`src/rtl/piece_queue.sv`:
```
// Upcoming-piece queue: filters raw random values into legal piece types,
// suppresses one immediate repeat, and hands pieces to the game FSM on request.
module piece_queue #(
    parameter int DEPTH     = 4,
    parameter int NUM_TYPES = 5
) (
    input  logic        clk,
    input  logic        reset,
    input  logic [31:0] rand_data,
    input  logic        spawn_req,
    output logic        spawn_ack,
    output logic [2:0]  spawned_type,
    output logic        piece_valid,
    output logic [2:0]  piece_type,
    output logic [2:0]  next_type,
    output logic [2:0]  queue_count
);

    localparam logic [1:0] FILL = 2'd0;
    localparam logic [1:0] FULL = 2'd1;
    localparam logic [1:0] PEND = 2'd2;

    localparam logic [2:0] NO_PIECE = 3'd7;
    localparam logic [2:0] DEPTH_C  = 3'(DEPTH);

    logic [2:0] q      [DEPTH];
    logic [2:0] q_next [DEPTH];
    logic [2:0] count, count_next;
    logic [2:0] last_type;
    logic       reroll_used;
    logic [1:0] state, state_next;

    logic       cand_valid;
    logic [2:0] cand;
    logic       pop, has_room, reroll, enq;

    assign cand_valid = rand_data < 32'(NUM_TYPES);
    assign cand       = rand_data[2:0];

    // A waiting request is served as soon as anything lands; otherwise the
    // ack cycle blocks a second pop so a held request is served every other cycle.
    assign pop      = (state == PEND) ? (count != 3'd0)
                                      : (spawn_req && count != 3'd0 && !spawn_ack);
    assign has_room = (count < DEPTH_C) || pop;
    assign reroll   = cand_valid && has_room && (cand == last_type) && !reroll_used;
    assign enq      = cand_valid && has_room && !reroll;

    always_comb begin
        int wr_idx;
        wr_idx     = int'(count) - (pop ? 1 : 0);
        count_next = 3'(count + {2'b00, enq} - {2'b00, pop});
        for (int i = 0; i < DEPTH; i++) begin
            q_next[i] = q[i];
        end
        if (pop) begin
            for (int i = 0; i < DEPTH - 1; i++) begin
                q_next[i] = q[i + 1];
            end
        end
        if (enq) begin
            for (int i = 0; i < DEPTH; i++) begin
                if (i == wr_idx) begin
                    q_next[i] = cand;
                end
            end
        end
    end

    always_comb begin
        state_next = state;
        if (state == PEND) begin
            state_next = pop ? FILL : PEND;
        end else if (spawn_req && count == 3'd0 && !spawn_ack) begin
            state_next = PEND;
        end else begin
            state_next = (count_next == DEPTH_C) ? FULL : FILL;
        end
    end

    always_ff @(posedge clk or posedge reset) begin
        if (reset) begin
            count        <= 3'd0;
            state        <= FILL;
            spawn_ack    <= 1'b0;
            spawned_type <= 3'd0;
            last_type    <= NO_PIECE;
            reroll_used  <= 1'b0;
            for (int i = 0; i < DEPTH; i++) begin
                q[i] <= NO_PIECE;
            end
        end else begin
            count     <= count_next;
            state     <= state_next;
            spawn_ack <= pop;
            if (pop) begin
                spawned_type <= q[0];
            end
            if (enq) begin
                last_type   <= cand;
                reroll_used <= 1'b0;
            end else if (reroll) begin
                reroll_used <= 1'b1;
            end
            for (int i = 0; i < DEPTH; i++) begin
                q[i] <= q_next[i];
            end
        end
    end

    assign piece_valid = (count != 3'd0);
    assign piece_type  = (count != 3'd0) ? q[0] : NO_PIECE;
    assign next_type   = (count > 3'd1)  ? q[1] : NO_PIECE;
    assign queue_count = count;

endmodule

```
`config.mk`:
```
export PLATFORM = sky130hd
export DESIGN_NAME = piece_queue
export DESIGN_NICKNAME = d
export VERILOG_FILES = /design/src/rtl/piece_queue.sv
export SDC_FILE = /design/constraint.sdc
export NUM_CORES = 1
export LEC_CHECK = 0
export CORE_MARGIN = 2
export CORE_UTILIZATION = 45
export CTS_CLUSTER_DIAMETER = 150
export DETAILED_ROUTE_END_ITERATION = 10
export PLACE_DENSITY_LB_ADDON = 0.2
export SLEW_MARGIN = 30
export SYNTH_ARGS = -nofsm -noshare
export SYNTH_HDL_FRONTEND = slang
export SYNTH_SLANG_ARGS = --single-unit
```
`constraint.sdc`:
```
create_clock -name clk -period 3.5 [get_ports clk]
set_clock_uncertainty 0.05 [all_clocks]
set_input_delay 0.35 -clock clk [delete_from_list [all_inputs] [get_ports clk]]
set_output_delay 0.35 -clock clk [all_outputs]
set_load 0.01 [all_outputs]
```
Word level (Yosys, flattened, before mapping). Index checks and enable logic that the tools add are counted.

Register bits after elaboration: 25. Input bits: 35. Output and inout bits: 14. Word-level logic and storage cells: 55.

$add $sub $neg: 3. Equality and inequality tests: 6. Reduce and logical (&&, ||, !) cells: 17. Order comparisons: 3. Multiplexer cells: 16.

Operators by type and width (number): $logic_not 32->1 (1); $lt 32x3->1 const B (1); $mux 3 (6); $mux 12 (1); $mux 9 (1); $eq 3x4->1 const A (2); $logic_and 1x1->1 (8); $mux 2 (3); $mux 1 (5); $eq 2x4->1 const A (1); $sub 3x1->4 (1); $add 3x1->3 (1); $eq 3x3->1 (1); $eq 3x3->1 const B (1); $gt 3x1->1 const B (1); $logic_not 1->1 (3); $logic_not 3->1 (1); $lt 3x3->1 const B (1); $reduce_bool 3->1 (1); $sub 3x1->3 (1); $eq 2x2->1 const B (1); $reduce_and 2->1 (1); $reduce_bool 2->1 (1); $logic_or 1x1->1 (1).

Depth between registers and ports, before layout. Gate-level depths: netlist of run 1.

Depth in word-level cells: 16. Gate-level depth with buffers: 12. Mapped depth without buffers: 11.

Worst setup path after synthesis of run 1. OpenSTA, ideal clock, no wires.

Kind: in2reg. From: input port rand_data[11]. To: register state[0]. Buffers on the path: 1. Data required time: 3325 ps. Library setup time: 125 ps. Arrival: 2906 ps. Path slack: 419 ps. Stages: 12. Cell sequence: nor4_2 nand3_1 or4_1 buf_6 nand2b_1 ha_1 inv_1 ha_1 fa_1 xnor2_1 nand2_1 a2111oi_0.

Longest elaborated chain between the ends: 12.

Ends and longest elaborated chain: start, declared (line 9) `input logic [31:0] rand_data,`; $lt 32x3->1 * (line 37) `assign cand_valid = rand_data < 32'(NUM_TYPES);`; $logic_and 1x1->1 * (line 45, 46); $logic_and 1x1->1 (2 in series) (line 45) `assign reroll = cand_valid && has_room && (cand == last_type) && !reroll_used;`; $logic_not 1->1 (line 46) `assign enq = cand_valid && has_room && !reroll;`; $logic_and 1x1->1 * (line 46); $add 3x1->3 * (line 51) `count_next = 3'(count + {2'b00, enq} - {2'b00, pop});`; $sub 3x1->3 * (line 51); via count_next[2] (line 28) `logic [2:0] count, count_next;`; $eq 3x3->1 * (line 76) `state_next = (count_next == DEPTH_C) ? FULL : FILL;`; $mux 1 * (line 76); $mux 2 * (line 73) `end else if (spawn_req && count == 3'd0 && !spawn_ack) begin`; $mux 2 * (line 71) `if (state == PEND) begin`; via state_next[0] (line 31) `logic [1:0] state, state_next;`; end signal, assigned (line 93) `state <= state_next;`; end, declared (line 31).

Mark *: on every way through the listed nets, which the timed path passes. The rest lies on a longest branch. A chain may end at the register's enable or synchronous reset.

Final worst setup path of run 1. Same ends and word-level chain as after synthesis.

==> impl_metrics.toml, run 1 <==
[clock_network]
post-cts-setup-buffers = 0
cts_sinks = 25
cts_hold_buf = 0
cts_tree = "done"
clk_latency_ns = 0.31
clkTransAtPathRegs_ns = 0.14
cts_max_level = 1
cts-resized-gates = 0
clock-root-buffer = "clkbuf_4"
numCtsBuffers = 3
cts_buffer_depth = 2

[synthesis]
netlist_area_mm2 = 0.00143
synthSimpleGateAreaFrac = 0.183
synth-xor-area-share = 0.0306
yosysUniqueCellTypes = 29
yosysWarnings = 0
ys_seq_elements = 25
synth_compound_area_frac = 0.0227
muxShareOfSynthArea = 0.213
synth_top_family_by_area = "multiplexers"
synth_fa_ha_area_frac = 0.0665
yosysSeqAreaShare = 0.451
synthFlopType = "dfstp_2"
syn-mean-instance-area_um2 = 12.3
async_reset_ff_frac = 1.00
syn-num-nets = 158
synthCells = 116
synth_edf_count = 0

[power_and_ir_drop]
p_per_area_mw_per_mm2 = 546
power.leakage_nw = 0.871
totalPowerFinal_mw = 1.11
peakVddDrop_uv = 203

[route]
drc = 0
wl_mm = 3.10
wl_per_cell_um = 14.3
vias = 1075
antenna_left = 0
drt_iter0_drc = 9
viasPerCell = 4.98
drtPass1Iterations = 4

[job]
maxCapViolCount = 0

[placed_design]
placed_area_mm2 = 0.00200
dp_hpwl_mm = 2.56
place_ws_ns = -0.148
io_buffers = 48
place.gp.congestion = 0.779
post-place-cells = 212

[sta]
final_max_slew_viol_count = 0
tightest_slew_ns = 0.830
final-setup-viol-count = 0
hold_viol_final = 0
max_freq_mhz = 305
fin_crit_sh = 0.936
fin_crit_ns = 3.28
rsz0062_at_grt = "false"
fin_ws_ns = 0.223
slew_headroom = 0.443

[worst_setup_path]
critPathCaptureType = "flip-flop"
r2r_slack_ns = 0.39
path_max_fanout = 2
worstSetupPathType = "in2reg"
critPathRequiredTime_ns = 3.65
start_kind = "input pin"
crit_arrival_ns = 3.42

[cells_and_area]
nNetsFinal = 215
antenna_cells = 0
drive_gt1_frac = 0.285
fillers = 245
final_area_mm2 = 0.00203
area_growth_pct = 41.6
final_cells = 216

[floorplan]
core_area_mm2 = 0.00303
num_io_pins = 49
die_area_mm2 = 0.00365
start_util = 0.472
rows = 20
die_h_um = 60.4
die_w_um = 60.4

[grt]
grt_overflow = 0
grt_pass1_vias = 1150
track_usage = 0.190
antenna_found_initial = 0
grt_max_degree = 26
grt_pass1_wl_mm = 5.19

[min_path]
min_path_type = "in2async"

[outcome]
outcome = "completed"
## power breakdown
group          internal [mW]  switching [mW]
sequential             0.322          0.0273
clock                 0.0435          0.0875
combinational          0.307           0.318
total                  0.672           0.433
## stage by stage
step	TNS [ns]	hold WS, ns	util
final	0	0.350	0.669
after detailed placement	-0.148	0.417	0.659
after global placement	0	0.409	0.659
after floorplan	0	0.316	-
after global routing	0	0.383	0.669
after CTS	0	0.452	0.669
## routing by layer
layer	part of all wire	routed length, um	GRT usage
met1	0.44	1370	0.232
met2	0.52	1610	0.345
met3	0.027	83	0.0320
met4	0.012	38	0.0508
met5	0	0	0
## path summary, 6_finish.rpt
| path | start | to | cells past startpoint |
|---|---|---|---|
| min in group clk | reroll_used$_DFFE_PP0P_ | reroll_used$_DFFE_PP0P_ | 2 |
| hold reg to reg | reroll_used$_DFFE_PP0P_ | reroll_used$_DFFE_PP0P_ | 2 |
| setup reg to reg | spawn_ack$_DFF_PP0_ | state[0]$_DFF_PP0_ | 11 |
| setup / recovery | rand_data[11] | state[0]$_DFF_PP0_ | 12 |
| max in group asynchronous | reset | spawn_ack$_DFF_PP0_ | 2 |
| hold / removal | reset | queue_count[1]$_DFF_PP0_ | 2 |
## synthesized netlist by cell type (2+ instances only)
cell / instances / area share
dfrtp_1: 10 / 0.17
dfstp_2: 15 / 0.28
ha_1: 6 / 0.052
inv_1: 9 / 0.024
mux2_1: 11 / 0.087
mux2_2: 16 / 0.13
nand2_1: 5 / 0.013
nand2b_1: 5 / 0.022
nand3_1: 2 / 0.0070
nor2_1: 3 / 0.0079
nor2b_1: 2 / 0.0087
nor3_1: 2 / 0.0070
nor4_1: 5 / 0.022
nor4_4: 2 / 0.030
o21ai_0: 3 / 0.010
or2_2: 3 / 0.013
or4_1: 2 / 0.010
xnor2_1: 2 / 0.012
xor2_1: 3 / 0.018
## area by class of cell
cell class | instances | area [um^2] | share of cell area
multi-input combinational | 80 | 737 | 0.364
sequential | 25 | 644 | 0.318
inverter | 9 | 33.8 | 0.0167
clock buffer | 3 | 22.5 | 0.0111
tap | 44 | 55.1 | 0.0272
clock inverter | 1 | 7.51 | 0.00371
timing repair buffer | 54 | 526 | 0.259
## cell families after synthesis
group / after synthesis
AO/OA/AOI/OAI: 5
flip-flops: 25
multiplexers: 27
adder cells (fa/ha/maj): 7
buffers and inverters: 11
AND/OR/NAND/NOR: 36
XOR/XNOR: 5
## state kept, by name (all words and copies together) (netlist names)
signal	count
state	2
spawn_ack	1
reroll_used	1
queue_count	3
spawned_type	3
q	12
last_type	3
## cell usage in the layout (no fill, tap or decap), drive strengths merged, types with 5 or more instances in the layout
cell type	instances
nand2b	5
nor4	8
mux2	27
dfrtp	10
clkdlybuf4s50	48
buf	6
inv	8
ha	6
dfstp	15
nand2	5
## critical path: stages
cell and delay (ns):
clkdlybuf4s50_1 0.41, nor4_2 0.28, nand3_1 0.10, or4_1 0.56, nand2b_1 0.17, ha_1 0.26, inv_1 0.04, ha_1 0.18
fa_1 0.37, xnor2_1 0.23, nand2_1 0.08, a2111oi_0 0.38
Note: power is estimated with default switching activity, not from simulation.
==> inputs of run 2 (changes only) <==
- SKIP_CTS_REPAIR_TIMING: unset -> 1
==> results of run 2 <==
No change in the layout: final DEF, timing and power equal those of run 1.
